<file path="config.mk">
export PLATFORM = sky130hd
export DESIGN_NAME = mlp_input_loader
export DESIGN_NICKNAME = d
export VERILOG_FILES = /design/src/rtl/mlp_input_loader.sv
export SDC_FILE = /design/constraint.sdc
export NUM_CORES = 1
export LEC_CHECK = 0
export ABC_AREA = 1
export BUFFER_PORTS_ARGS = -buffer_cell sky130_fd_sc_hd__buf_2
export CORE_ASPECT_RATIO = 0.7
export CORE_UTILIZATION = 49
export DETAILED_ROUTE_END_ITERATION = 8
export PLACE_DENSITY = 0.75
export SETUP_SLACK_MARGIN = 0.2
export SLEW_MARGIN = 20
export SYNTH_ARGS = -nofsm -noshare
export SYNTH_HDL_FRONTEND = slang
export SYNTH_SLANG_ARGS = --single-unit
</file>
<file path="constraint.sdc">
create_clock -name clk -period 4.5 [get_ports clk]
set_clock_uncertainty 0.1 [all_clocks]
set_input_delay 0.675 -clock clk [delete_from_list [all_inputs] [get_ports clk]]
set_output_delay 0.675 -clock clk [all_outputs]
set_load 0.1 [all_outputs]
</file>
<file path="src/rtl/mlp_input_loader.sv">
// Stream-to-buffer loader for the quantized MLP core: assembles an IN_DIM-byte frame, launches the MLP, waits for done.
// Optional macro MLP_LOADER_ZP_EN: store incoming bytes as (pixel - 128) instead of raw int8.
module mlp_input_loader #(
    parameter int IN_DIM = 64,
    parameter int CNT_W  = 16
) (
    input  logic                  clk,
    input  logic                  rst_n,
    input  logic                  s_valid,
    input  logic [7:0]            s_data,
    input  logic                  s_last,
    output logic                  s_ready,
    output logic [8*IN_DIM-1:0]   x_out,
    output logic                  mlp_start,
    input  logic                  mlp_done,
    output logic                  frame_err,
    output logic                  busy,
    output logic [CNT_W-1:0]      frame_cnt
);

    localparam int IDX_W = (IN_DIM > 1) ? $clog2(IN_DIM) : 1;
    localparam logic [IDX_W-1:0] LAST_IDX = IDX_W'(IN_DIM - 1);

    typedef enum logic [1:0] {FILL, DRAIN, LAUNCH, BUSY} state_t;

    state_t               state_q, state_d;
    logic [IDX_W-1:0]     idx_q, idx_d;
    logic [8*IN_DIM-1:0]  x_q, x_d;
    logic                 start_q, start_d;
    logic                 err_q, err_d;
    logic [CNT_W-1:0]     cnt_q, cnt_d;
    logic                 done_q, done_d;
    logic                 accept;
    logic [7:0]           byte_in;

    always_comb begin
`ifdef MLP_LOADER_ZP_EN
        byte_in = s_data ^ 8'h80;
`else
        byte_in = s_data;
`endif
    end

    always_comb begin
        s_ready = rst_n && (state_q == FILL || state_q == DRAIN);
        accept  = s_valid && s_ready;
        busy    = (state_q == LAUNCH) || (state_q == BUSY);
    end

    always_comb begin
        state_d = state_q;
        idx_d   = idx_q;
        x_d     = x_q;
        start_d = 1'b0;
        err_d   = 1'b0;
        cnt_d   = cnt_q;
        done_d  = done_q;
        case (state_q)
            FILL: begin
                if (accept) begin
                    x_d[{idx_q, 3'b000} +: 8] = byte_in;
                    if (idx_q == LAST_IDX) begin
                        idx_d = '0;
                        if (s_last) begin
                            state_d = LAUNCH;
                            start_d = 1'b1;
                        end else begin
                            state_d = DRAIN;
                            err_d   = 1'b1;
                        end
                    end else if (s_last) begin
                        idx_d = '0;
                        err_d = 1'b1;
                    end else begin
                        idx_d = idx_q + IDX_W'(1);
                    end
                end
            end
            DRAIN: begin
                if (accept && s_last) state_d = FILL;
            end
            LAUNCH: begin
                done_d  = 1'b1;
                state_d = BUSY;
            end
            BUSY: begin
                // Rising edge only, so a done level left over from the last run is not taken as completion.
                done_d = mlp_done;
                if (mlp_done && !done_q) begin
                    cnt_d   = cnt_q + CNT_W'(1);
                    state_d = FILL;
                end
            end
            default: state_d = FILL;
        endcase
    end

    always_ff @(posedge clk) begin
        if (!rst_n) begin
            state_q <= FILL;
            idx_q   <= '0;
            x_q     <= '0;
            start_q <= 1'b0;
            err_q   <= 1'b0;
            cnt_q   <= '0;
            done_q  <= 1'b1;
        end else begin
            state_q <= state_d;
            idx_q   <= idx_d;
            x_q     <= x_d;
            start_q <= start_d;
            err_q   <= err_d;
            cnt_q   <= cnt_d;
            done_q  <= done_d;
        end
    end

    always_comb begin
        x_out     = x_q;
        mlp_start = start_q;
        frame_err = err_q;
        frame_cnt = cnt_q;
    end

endmodule

</file>
* After elaboration in Yosys (flattened, before gate mapping)
Index checks and enable logic that the tools add are counted.
Storage, ports and cells: word-level logic and storage cells 47, output and inout bits 532, input bits 13, bits in registers 539
Cells by class: mux-type cells 13, equal/unequal tests 8, shift operators 2, reduce and logical (&&, ||, !) cells 14, $add $sub $neg 3
Operators by type and width (count):
- 512-bit bitwise mux | 1
- 8-bit by 11-bit variable shift with 512-bit output (first input constant) | 1
- 8-bit by 11-bit indexed part select with 512-bit output | 1
- 16-bit by 1-bit adder with 16-bit output (second input constant) | 1
- 6-bit two-way mux | 2
- 9-bit negator with 11-bit output | 1
- 2-bit two-way mux | 5
- 2-bit case mux with 4 select lines | 1
- 4-bit AND reduction | 2
- 6-bit by 1-bit adder with 6-bit output (second input constant) | 1
- 6-bit == test (second input constant) | 1
- 2-bit by 1-bit != test with 1-bit output (second input constant) | 3
- 2-bit == test (second input constant) | 2
- 1-bit logical AND | 4
- 2-bit AND reduction | 2
- 1-bit two-way mux | 3
- 3-bit AND reduction | 1
- 2-bit by 1-bit == test with 1-bit output (second input constant) | 1
- 2-bit zero test | 1
- 1-bit logical OR | 2
- 2-bit != test (second input constant) | 1
- 1-bit case mux with 2 select lines | 1
- 2-bit nonzero test | 1
- 1-bit zero test | 1

* Depth between registers and ports, before layout
depth after elaboration 7, depth in mapped cells 15, depth with buffers taken out 14

* Worst setup path before layout
OpenSTA, ideal clock, no wires.
kind in2out, start input rst_n, end output s_ready, cell stages on the path 4, path slack 1.401 ns, data required time 3.725 ns, path buffers 2, arrival 2.324 ns, path through buf_4 inv_2 clkbuf_1 nor2_1
On the way: longest elaborated chain between the ends 1
Ends and longest elaborated chain:
- start, declared | RTL line 8 | input logic rst_n,
- 1-bit logical AND | RTL line 45 | s_ready = rst_n && (state_q == FILL || state_q == DRAIN);
- end, declared | RTL line 12 | output logic s_ready,
Every way passes these cells.

* Worst setup path in the final report
start register idx_q[0], end register x_q[132] (netlist: x_out[132])
On the way: longest elaborated chain between the ends 3, elaborated cells on any way between the ends 4, classes of those cells 1 x add/sub; 2 x shift; 1 x mux
Ends and longest elaborated chain:
- start, declared | RTL line 27 | logic [IDX_W-1:0] idx_q, idx_d;
- start signal, assigned | RTL line 109 | idx_q <= idx_d;
- 9-bit negator with 11-bit output * | RTL line 61 | x_d[{idx_q, 3'b000} +: 8] = byte_in;
- 8-bit by 11-bit indexed part select with 512-bit output or 8-bit by 11-bit variable shift with 512-bit output (tied branches) | RTL line 61
- 512-bit bitwise mux * | RTL line 61
- end signal, assigned | RTL line 102 | x_q <= '0;
- end signal, assigned | RTL line 110 | x_q <= x_d;
- end, declared | RTL line 28 | logic [8*IN_DIM-1:0] x_q, x_d;
Mark *: on every way between the ends. The rest lies on a longest branch, timed or not. A chain may end at the register's enable or synchronous reset.

==> metrics.md <==
| Metric | Value |
|---|---|
| Slowest CP cell | dfxtp_1 |
| Die W | 249 um |
| Layout Cells excl Fill | 3,846 |
| Synth-to-Final Area Change | 22.7% |
| Post-DRT Antenna Nets | 0 |
| CP endpoint kind | flip-flop |
| Root buffer cell | clkbuf_16 |
| Largest net degree at the start of global routing | 222 |
| Number of max-cap violations | 0 |
| Met2 WL | 33,600 um |
| CTS max path bufs | 3 |
| Register area share after synthesis | 51.6% |
| IO Port Bufs | 544 |
| Max Slew Vio Count | 0 |
| Pint | 7.56 mW |
| Full die area | 43,500 um2 |
| CTS Sinks | 539 |
| Clock slew at reported path FFs | 70 ps |
| Most frequent cells in the layout | nor2_1 (633), buf_2 (543), dfxtp_1 (539), nand2_1 (451), a21oi_1 (273) |
| Worst-Margin Slew | 1150 ps |
| Reg2reg setup slack | 580 ps |
| Min Clock Period, post-route | 3920 ps |
| Routability cong. | 0.928 |
| Family with the most delay on the worst path | simple AND/OR/NAND/NOR gates |
| Initial DRC count | 2,080 |
| Detailed-placement wirelength estimate | 54,700 um |
| Worst min-delay path class | input pin to flip-flop |
| Worst setup SP type | flip-flop |
| Cell Chain, Critical Path | inv_2, ha_1, inv_1, nand2_1, inv_2, nand3_2, nor2_2, nand3_1, nand2_1, a21oi_1 |
| Leak pwr | 11.7 nW |
| Top Layer Used | met5 |
| Fraction of layout cells with a size suffix above 1 | 22.8% |
| Worst vdd ir | 0.342 mV |
| Core Rows | 62 |
| DP Cell Count | 3,749 |
| Gate power share | 6.1% |
| CTS tree | built |
| Clock Power Share | 45.9% |
| Total vias in the final route | 21,534 |
| Placed cell areas | 23,900 um2 |
| Sw power | 2.42 mW |
| Total track usage | 33.9% |
| First-pass GRT wire length | 116,000 um |
| Io pins | 545 |
| # setup viols final | 0 |
| Final setup TNS | 0 ps |
| H-tree depth | 2 |
| Pwr Total | 9.98 mW |
| Initial core utilization | 50.3% |
| Place WS | 746 ps |
| WL final | 77,300 um |
| Slowest stage delay, CP | 670 ps |
| Number of global-route vias before repair | 19,647 |
| CP max FO | 16 |
| Drt via density | 5.60 |
| Max Fclk | 255 MHz |
| M1 WL | 32,400 um |
| Minimum hold slack | 264 ps |
| Layout Utilization | 61.7% |
| Initial antenna violation count | 6 |
| Synth warn | 0 |
| Worst EP arrival | 4230 ps |
| Final period util | 87.1% |
| CTS Hold Buffers Added | 0 |
| Post-Syn Nets | 2,817 |
| Post-CTS Setup Repair Bufs | 0 |
| PwrDens | 389 nW/um2 |
| Synth cell types | 37 |
| Core footprint | 41,600 um2 |
| Met3 Wirelength | 8040 um |
| Initial DRT Pass Iterations | 6 |
| Final worst slack | 581 ps |
| Most common cell after layout, fill and taps aside | nor2_1 |
| RSZ-0062 raised after global routing | false |
| Status | completed |
| Total grt overflow | 0 |
| Syn Inst Count | 2,799 |
| Bufs and invs on worst path | 3 |
| Slew margin rel. | 23.6% |
| Multi-input logic area | 8940 um2 |
| Post-route cell area | 25,700 um2 |
| Post-Syn Area | 20,900 um2 |
| Clock Latency Late Sink | 570 ps |
| Switching Share | 24.2% |
| Setup Crit Path Kind | flip-flop to flip-flop |
| # DRC | 0 |
| PostCTS Resize Cnt | 0 |
| CTS buffer count | 51 |
| FF/Latch Area | 10,800 um2 |
| CP required | 4820 ps |
| Synth Area per Inst | 7.47 um2 |
| Die Ht | 175 um |
| DR WL/cell | 20.1 um |
| Fillers | 3,721 |
| Yosys reg bits | 539 |
| Nets@finish | 3,276 |
| Fin. Hold Viols | 0 |
| Sequential power share | 48.0% |
## sequential cells by signal (all words and copies together) (netlist names)
name / count
done_q: 1
frame_cnt: 16
frame_err: 1
idx_q: 6
mlp_start: 1
state_q: 2
x_out: 512
## cell families after synthesis
logic type / Yosys count / synth area share [%]
AO/OA/AOI/OAI: 545 / 13.2
buffers and inverters: 291 / 5.81
adder cells (fa/ha/maj): 5 / 0.299
AND/OR/NAND/NOR: 1418 / 29.1
XOR/XNOR: 1 / 0.0419
flip-flops: 539 / 51.6
## metal layers
metal,global-route usage [%],vias to the layer above
li1,-,10109
met1,45.9,10082
met2,51.6,1136
met3,8.57,205
met4,13.6,2
met5,0,-
## final cells by class
type                    instances  area share, %
diodes                          6         0.0585
repair buffers                566           11.5
clock buffers                  73           6.08
flip-flops and latches        539           42.0
inverters                     131           1.95
clock inverters                18          0.882
multi-input cells            1969           34.8
well taps                     544           2.65
## synthesized netlist by cell type
cell | instances | share of area (%)
a211oi_1 | 1 | 0.036
a21oi_1 | 273 | 6.5
a221oi_1 | 1 | 0.042
a31oi_1 | 7 | 0.21
a41oi_1 | 1 | 0.042
and2_1 | 1 | 0.030
and3_1 | 1 | 0.030
buf_1 | 6 | 0.11
buf_2 | 50 | 1.2
buf_4 | 12 | 0.43
buf_6 | 2 | 0.11
clkbuf_1 | 90 | 1.6
clkinv_1 | 1 | 0.018
dfxtp_1 | 539 | 52
ha_1 | 5 | 0.30
inv_1 | 94 | 1.7
inv_2 | 36 | 0.65
nand2_1 | 452 | 8.1
nand2_2 | 9 | 0.27
nand2_4 | 4 | 0.22
nand3_1 | 118 | 2.8
nand3_2 | 3 | 0.14
nand3b_1 | 1 | 0.036
nand4_1 | 93 | 2.8
nand4_2 | 2 | 0.12
nor2_1 | 633 | 11
nor2_2 | 20 | 0.60
nor2_4 | 18 | 0.97
nor3_1 | 57 | 1.4
nor3_2 | 1 | 0.048
nor3_4 | 1 | 0.078
nor4_1 | 4 | 0.12
o21a_1 | 3 | 0.11
o21ai_0 | 238 | 5.7
o21ai_1 | 20 | 0.48
o21ba_2 | 1 | 0.048
xor2_1 | 1 | 0.042
## power by group through the flow
stage               logic (mW)  clock network (mW)  registers, mW
finish                   0.605                4.58           4.79
global route             0.635                4.81           4.79
CTS                      0.587                4.61           4.79
global placement         0.578                   0           4.90
floorplan                0.363                   0           4.97
detailed placement       0.586                   0           4.90
## path summary, 6_finish.rpt
path / from / to / depth (start not counted)
max: idx_q[0] / x_out[132] / 10
min: s_last / frame_err / 2
max reg2reg: idx_q[0] / x_out[132] / 10
min reg2reg: x_out[55] / x_out[55] / 2
Power figures use the tool's default switching activity.
